$ cat config.mk
export PLATFORM = sky130hd
export DESIGN_NAME = decoder_2to4_pipe
export DESIGN_NICKNAME = d
export VERILOG_FILES = /design/src/rtl/decoder_pkg.sv /design/src/rtl/skid_buffer.sv /design/src/rtl/decoder_2to4_pipe.sv
export SDC_FILE = /design/constraint.sdc
export NUM_CORES = 1
export LEC_CHECK = 0
export ABC_AREA = 0
export BUFFER_PORTS_ARGS = -buffer_cell sky130_fd_sc_hd__buf_2
export CAP_MARGIN = 20
export CELL_PAD_IN_SITES_DETAIL_PLACEMENT = 0
export CELL_PAD_IN_SITES_GLOBAL_PLACEMENT = 1
export CORE_MARGIN = 5
export CORE_UTILIZATION = 41
export DETAILED_ROUTE_END_ITERATION = 8
export PLACE_DENSITY = 0.84
export SLEW_MARGIN = 25
export SYNTH_ARGS = -nofsm -noshare
export SYNTH_HDL_FRONTEND = slang
export SYNTH_SLANG_ARGS = --single-unit
$ cat constraint.sdc
create_clock -name clk -period 1.7 [get_ports clk]
set_input_delay 0.085 -clock clk [delete_from_list [all_inputs] [get_ports clk]]
set_output_delay 0.085 -clock clk [all_outputs]
set_load 0.01 [all_outputs]
$ cat src/rtl/decoder_pkg.sv
// Shared constants and the code-to-one-hot helper for the 2-to-4 pipelined decoder.
package decoder_pkg;

  localparam int unsigned DEF_SEL_W = 2;
  localparam int unsigned DEF_OUT_W = 2 ** DEF_SEL_W;
  localparam int unsigned DEF_CNT_W = 8;
  localparam int unsigned CNT_MAX   = (2 ** DEF_CNT_W) - 1;

  // Output width for a given select-code width.
  function automatic int unsigned out_w(input int unsigned sel_w);
    return 2 ** sel_w;
  endfunction

  // Bit `code` set when enabled, all-zero when disabled.
  function automatic logic [DEF_OUT_W-1:0] onehot_of(input logic [DEF_SEL_W-1:0] code,
                                                    input logic                 en);
    logic [DEF_OUT_W-1:0] word;
    word = '0;
    if (en) word[code] = 1'b1;
    return word;
  endfunction

endpackage

$ cat src/rtl/skid_buffer.sv
// Two-entry valid/ready skid buffer with registered ready; main register drives the output.
module skid_buffer #(
  parameter int unsigned DATA_W = 8
) (
  input  logic              clk,
  input  logic              rst_n,
  input  logic              in_valid,
  output logic              in_ready,
  input  logic [DATA_W-1:0] in_data,
  output logic              out_valid,
  input  logic              out_ready,
  output logic [DATA_W-1:0] out_data
);

  logic              m_valid_q, m_valid_d;
  logic [DATA_W-1:0] m_data_q, m_data_d;
  logic              s_valid_q, s_valid_d;
  logic [DATA_W-1:0] s_data_q, s_data_d;
  logic              ready_q, ready_d;
  logic              acc;
  logic              dlv;

  assign acc = in_valid & ready_q;
  assign dlv = m_valid_q & out_ready;

  // Next-state: refill main from skid first, then from input; overflow lands in skid.
  always_comb begin
    m_valid_d = m_valid_q;
    m_data_d  = m_data_q;
    s_valid_d = s_valid_q;
    s_data_d  = s_data_q;
    if (!m_valid_q || dlv) begin
      if (s_valid_q) begin
        m_valid_d = 1'b1;
        m_data_d  = s_data_q;
        s_valid_d = 1'b0;
        s_data_d  = '0;
      end else if (acc) begin
        m_valid_d = 1'b1;
        m_data_d  = in_data;
      end else begin
        m_valid_d = 1'b0;
        m_data_d  = '0;
      end
    end else if (acc) begin
      s_valid_d = 1'b1;
      s_data_d  = in_data;
    end
    ready_d = ~s_valid_d;
  end

  always_ff @(posedge clk or negedge rst_n) begin
    if (!rst_n) begin
      m_valid_q <= 1'b0;
      m_data_q  <= '0;
      s_valid_q <= 1'b0;
      s_data_q  <= '0;
      ready_q   <= 1'b0;
    end else begin
      m_valid_q <= m_valid_d;
      m_data_q  <= m_data_d;
      s_valid_q <= s_valid_d;
      s_data_q  <= s_data_d;
      ready_q   <= ready_d;
    end
  end

  assign in_ready  = ready_q;
  assign out_valid = m_valid_q;
  assign out_data  = m_data_q;

endmodule

$ cat src/rtl/decoder_2to4_pipe.sv
// Registered binary-to-one-hot decoder behind a skid buffer, with a saturating delivery counter.
module decoder_2to4_pipe
  import decoder_pkg::*;
#(
  parameter int unsigned SEL_W = DEF_SEL_W,
  parameter int unsigned CNT_W = DEF_CNT_W
) (
  input  logic                  clk,
  input  logic                  rst_n,
  input  logic                  in_valid,
  output logic                  in_ready,
  input  logic [SEL_W-1:0]      in_code,
  input  logic                  in_en,
  output logic                  out_valid,
  input  logic                  out_ready,
  output logic [(2**SEL_W)-1:0] out_onehot,
  output logic [SEL_W-1:0]      out_code,
  output logic                  out_en,
  output logic [CNT_W-1:0]      dec_count
);

  localparam int unsigned OUT_W  = out_w(SEL_W);
  localparam int unsigned DATA_W = OUT_W + SEL_W + 1;
  localparam logic [CNT_W-1:0] CNT_SAT = {CNT_W{1'b1}};

  logic [OUT_W-1:0]  dec_onehot;
  logic [DATA_W-1:0] buf_in;
  logic [DATA_W-1:0] buf_out;

  // Decode at the input so only registered words ever reach the outputs.
  generate
    if (SEL_W == DEF_SEL_W) begin : g_pkg_dec
      assign dec_onehot = onehot_of(in_code, in_en);
    end else begin : g_gen_dec
      always_comb begin
        dec_onehot = '0;
        if (in_en) dec_onehot[in_code] = 1'b1;
      end
    end
  endgenerate

  assign buf_in = {dec_onehot, in_code, in_en};

  skid_buffer #(
    .DATA_W (DATA_W)
  ) u_skid (
    .clk       (clk),
    .rst_n     (rst_n),
    .in_valid  (in_valid),
    .in_ready  (in_ready),
    .in_data   (buf_in),
    .out_valid (out_valid),
    .out_ready (out_ready),
    .out_data  (buf_out)
  );

  assign out_onehot = buf_out[DATA_W-1 -: OUT_W];
  assign out_code   = buf_out[SEL_W:1];
  assign out_en     = buf_out[0];

  // Delivered-transfer counter; holds at all-ones instead of wrapping.
  always_ff @(posedge clk or negedge rst_n) begin
    if (!rst_n) begin
      dec_count <= '0;
    end else if (out_valid && out_ready && (dec_count != CNT_SAT)) begin
      dec_count <= dec_count + CNT_W'(1);
    end
  end

endmodule

==> results.py <==
metrics = {
    "drt": {
        "dr.pass1.iters": 4,
        "drt_iter0_drc": 59,
        "highest-signal-layer": "met4",
        "wl_met3_um": 133,
        "wire_per_inst_um": 14.6,
        "drc": 0,
        "drt_wl_total_um": 2310,
        "wl_met1_um": 1110,
        "viasPerCell": 5.47,
        "vias": 865,
        "met2_wirelength_um": 1060,
        "detail-route-antenna-nets": 0,
    },
    "outcome": {
        "status": "completed",
    },
    "floorplanning": {
        "die_area_um2": 3950,
        "rows": 19,
        "chipHeight_um": 62.8,
        "die_w_um": 62.8,
        "ios": 24,
        "coreArea_um2": 2710,
        "start_util_pct": 42.2,
    },
    "critical_path": {
        "r2r_cells": 4,
        "end_kind": "flip-flop",
        "path_cells": "ha_1 -> nand3_2 -> o21bai_4 -> mux2_2",
        "critPathKind": "flip-flop to flip-flop",
        "r2r-end": "dec_count[1]$_DFFE_PN0P_",
        "cp.required_ns": 1.91,
        "critPathMaxFanout": 5,
        "cp_data_arrival_time_ns": 1.71,
        "crit_family": "flip-flops",
        "reg2reg_slack_ns": 0.21,
        "cpMaxStageDelayCell": "dfrtp_1",
        "critPathLaunchType": "flip-flop",
        "cp_slowest_stage_delay_ns": 0.45,
        "r2r_start": "dec_count[0]$_DFFE_PN0P_",
        "cp_num_buf_inv": 0,
    },
    "sta": {
        "finalMaxSlewViolations": 0,
        "rsz0062_at_grt": "false",
        "finalClockSkew_ns": 0.00351,
        "hold_viol_final": 0,
        "setup_viol": 0,
        "period_minus_slack_ns": 1.49,
        "max_slew_margin_pct": 63.4,
        "tightest_slew_ns": 0.548,
        "finalCritPeriodShare_pct": 87.9,
        "timing.setup.tns_ns": 0,
        "fmax_mhz": 669,
    },
    "hold_path": {
        "hold_depth": 3,
        "hold_path.class": "input port to flip-flop",
        "worstHoldEndpoint": "u_skid.out_valid$_DFFE_PN0N_",
        "hp-start": "in_valid",
    },
    "synth": {
        "syn_avg_cell_area_um2": 11.3,
        "yosysUniqueCellTypes": 34,
        "synth-main-ff-cell": "dfrtp_1",
        "synth_edf_count": 0,
        "synthArstFlopShare_pct": 100,
        "ys_ff_latch": 25,
        "yosys_warnings": 0,
        "syn-num-nets": 109,
        "syn-instance-count": 101,
        "ys_seq_area_share_pct": 54.6,
        "netlist_area_um2": 1140,
    },
    "clock_tree": {
        "clkLatencyLatePin_ns": 0.31,
        "cts_tree": "built",
        "cts_resized": 0,
        "cts_root_buf": "clkbuf_4",
        "cts_max_level": 1,
        "hold_buffers": 1,
        "cts_num_sinks": 25,
        "clkTransAtPathRegs_ns": 0.13,
        "clk_path_buf_depth": 2,
        "cts_setup_buffers": 0,
        "numCtsBuffers": 3,
    },
    "cells_and_area": {
        "area_delta_synth_final_pct": 15.1,
        "drive_above_1_share_pct": 28.3,
        "stdcell_count": 158,
        "nets": 136,
        "n_antenna_cell": 0,
        "utilization_pct": 48.6,
        "design_area_um2": 1320,
    },
    "place": {
        "dp_hpwl_um": 1770,
        "portBuffers": 23,
        "dpl_cell_area_um2": 1280,
        "place_inst": 153,
        "gp_congestion": 0.784,
    },
    "power": {
        "combPwrFrac_pct": 27.9,
        "total_power_mw": 1.54,
        "pwr-share-seq_pct": 55.1,
        "intPower_uw": 997,
        "leakage_nw": 0.651,
        "ir_drop_v": 0.000644,
        "p_clk_share_pct": 16.9,
        "powerDensity_nw_per_um2": 1170,
        "p_sw_share_pct": 35.2,
        "p_switching_uw": 540,
    },
    "global_routing": {
        "groute.usage.overall_pct": 12.6,
        "grt_pass1_wl_um": 4110,
        "antenna_found_initial": 0,
        "grt_pass1_vias": 867,
        "grt.overflow.total": 0,
        "grt_max_degree": 26,
    },
    "run": {
        "drv_cap": 0,
    },
}
==> worst reg2reg max path: stages, from the launching register on <==
cell and delay (ns):
dfrtp_1 0.45, ha_1 0.25, nand3_2 0.14, o21bai_4 0.21
mux2_2 0.35
==> per-layer routing <==
metal	up-vias	global-route usage, %
li1	426	-
met1	419	17.1
met5	-	0
met2	18	20.2
met3	2	3.24
met4	0	3.18
==> cell type report <==
cell class | instances | area (um^2)
timing repair buffer | 25 | 133
tap | 31 | 38.8
clock buffer | 3 | 22.5
multi-input combinational | 72 | 489
fill | 276 | 1390
inverter | 1 | 3.75
clock inverter | 1 | 5.00
sequential | 25 | 626
==> metrics by stage <==
step	setup WS [ns]	hold slack, ns
floorplan	0.262	-0.211
global placement	0.262	0.100
detailed placement	0.217	0.101
CTS	0.192	0.0684
global route	0.0764	0.0833
finish	0.206	0.0638
==> cells in the mapped netlist (3+ instances only) <==
master	number	share of area [%]
a221o_1	3	2.6
a22o_1	3	2.3
a31oi_1	3	1.6
a32o_1	3	2.6
dfrtp_1	25	55
nand2_1	13	4.3
nand3_1	3	1.3
nor2_1	9	3.0
nor2b_1	3	1.6
o21ai_0	4	1.7
==> worst max path at each step <==
stage	startpoint	end	slack, ns	cells past startpoint
after CTS	dec_count[0]$_DFFE_PN0P_	dec_count[1]$_DFFE_PN0P_	0.19	4
final	dec_count[0]$_DFFE_PN0P_	dec_count[1]$_DFFE_PN0P_	0.21	4
after floorplan	dec_count[0]$_DFFE_PN0P_	dec_count[1]$_DFFE_PN0P_	0.26	4
after global placement	dec_count[0]$_DFFE_PN0P_	dec_count[1]$_DFFE_PN0P_	0.26	4
after detailed placement	dec_count[0]$_DFFE_PN0P_	dec_count[1]$_DFFE_PN0P_	0.22	4
after global routing	dec_count[0]$_DFFE_PN0P_	dec_count[6]$_DFFE_PN0P_	0.08	5
==> logic make-up after synthesis <==
family | Yosys count | share of synthesized area [%]
and+or+nand+nor | 40 | 19.1
AOI/OAI and AO/OA | 27 | 19.0
DFF | 25 | 54.6
buffers and inverters | 4 | 2.62
xor gates and xnor gates | 2 | 1.53
muxes | 2 | 1.97
adders and majority gates | 1 | 1.09
==> flip-flops by register name (all words and copies together), names as in the netlist <==
signal            count
u_skid.out_valid      1
dec_count             8
u_skid.out_data       7
u_skid.s_valid_q      1
u_skid.s_data_q       7
u_skid.in_ready       1
==> power groups by stage <==
stage / clock network [mW] / registers (mW) / logic (mW)
floorplan: 0 / 0.878 / 0.242
global placement: 0 / 0.851 / 0.429
detailed placement: 0 / 0.860 / 0.437
CTS: 0.272 / 0.848 / 0.441
global route: 0.305 / 0.876 / 0.485
finish: 0.261 / 0.847 / 0.429
==> placed cells by master, fill, tap and decap left out, drive strengths merged, types with 4 or more instances in the layout <==
master and count:
nor2b 4, nor2 9, nand3 4, buf 24, nand2 13, and3 4, dfrtp 25, o21ai 4
No activity file was read; power rests on OpenSTA's default activity.
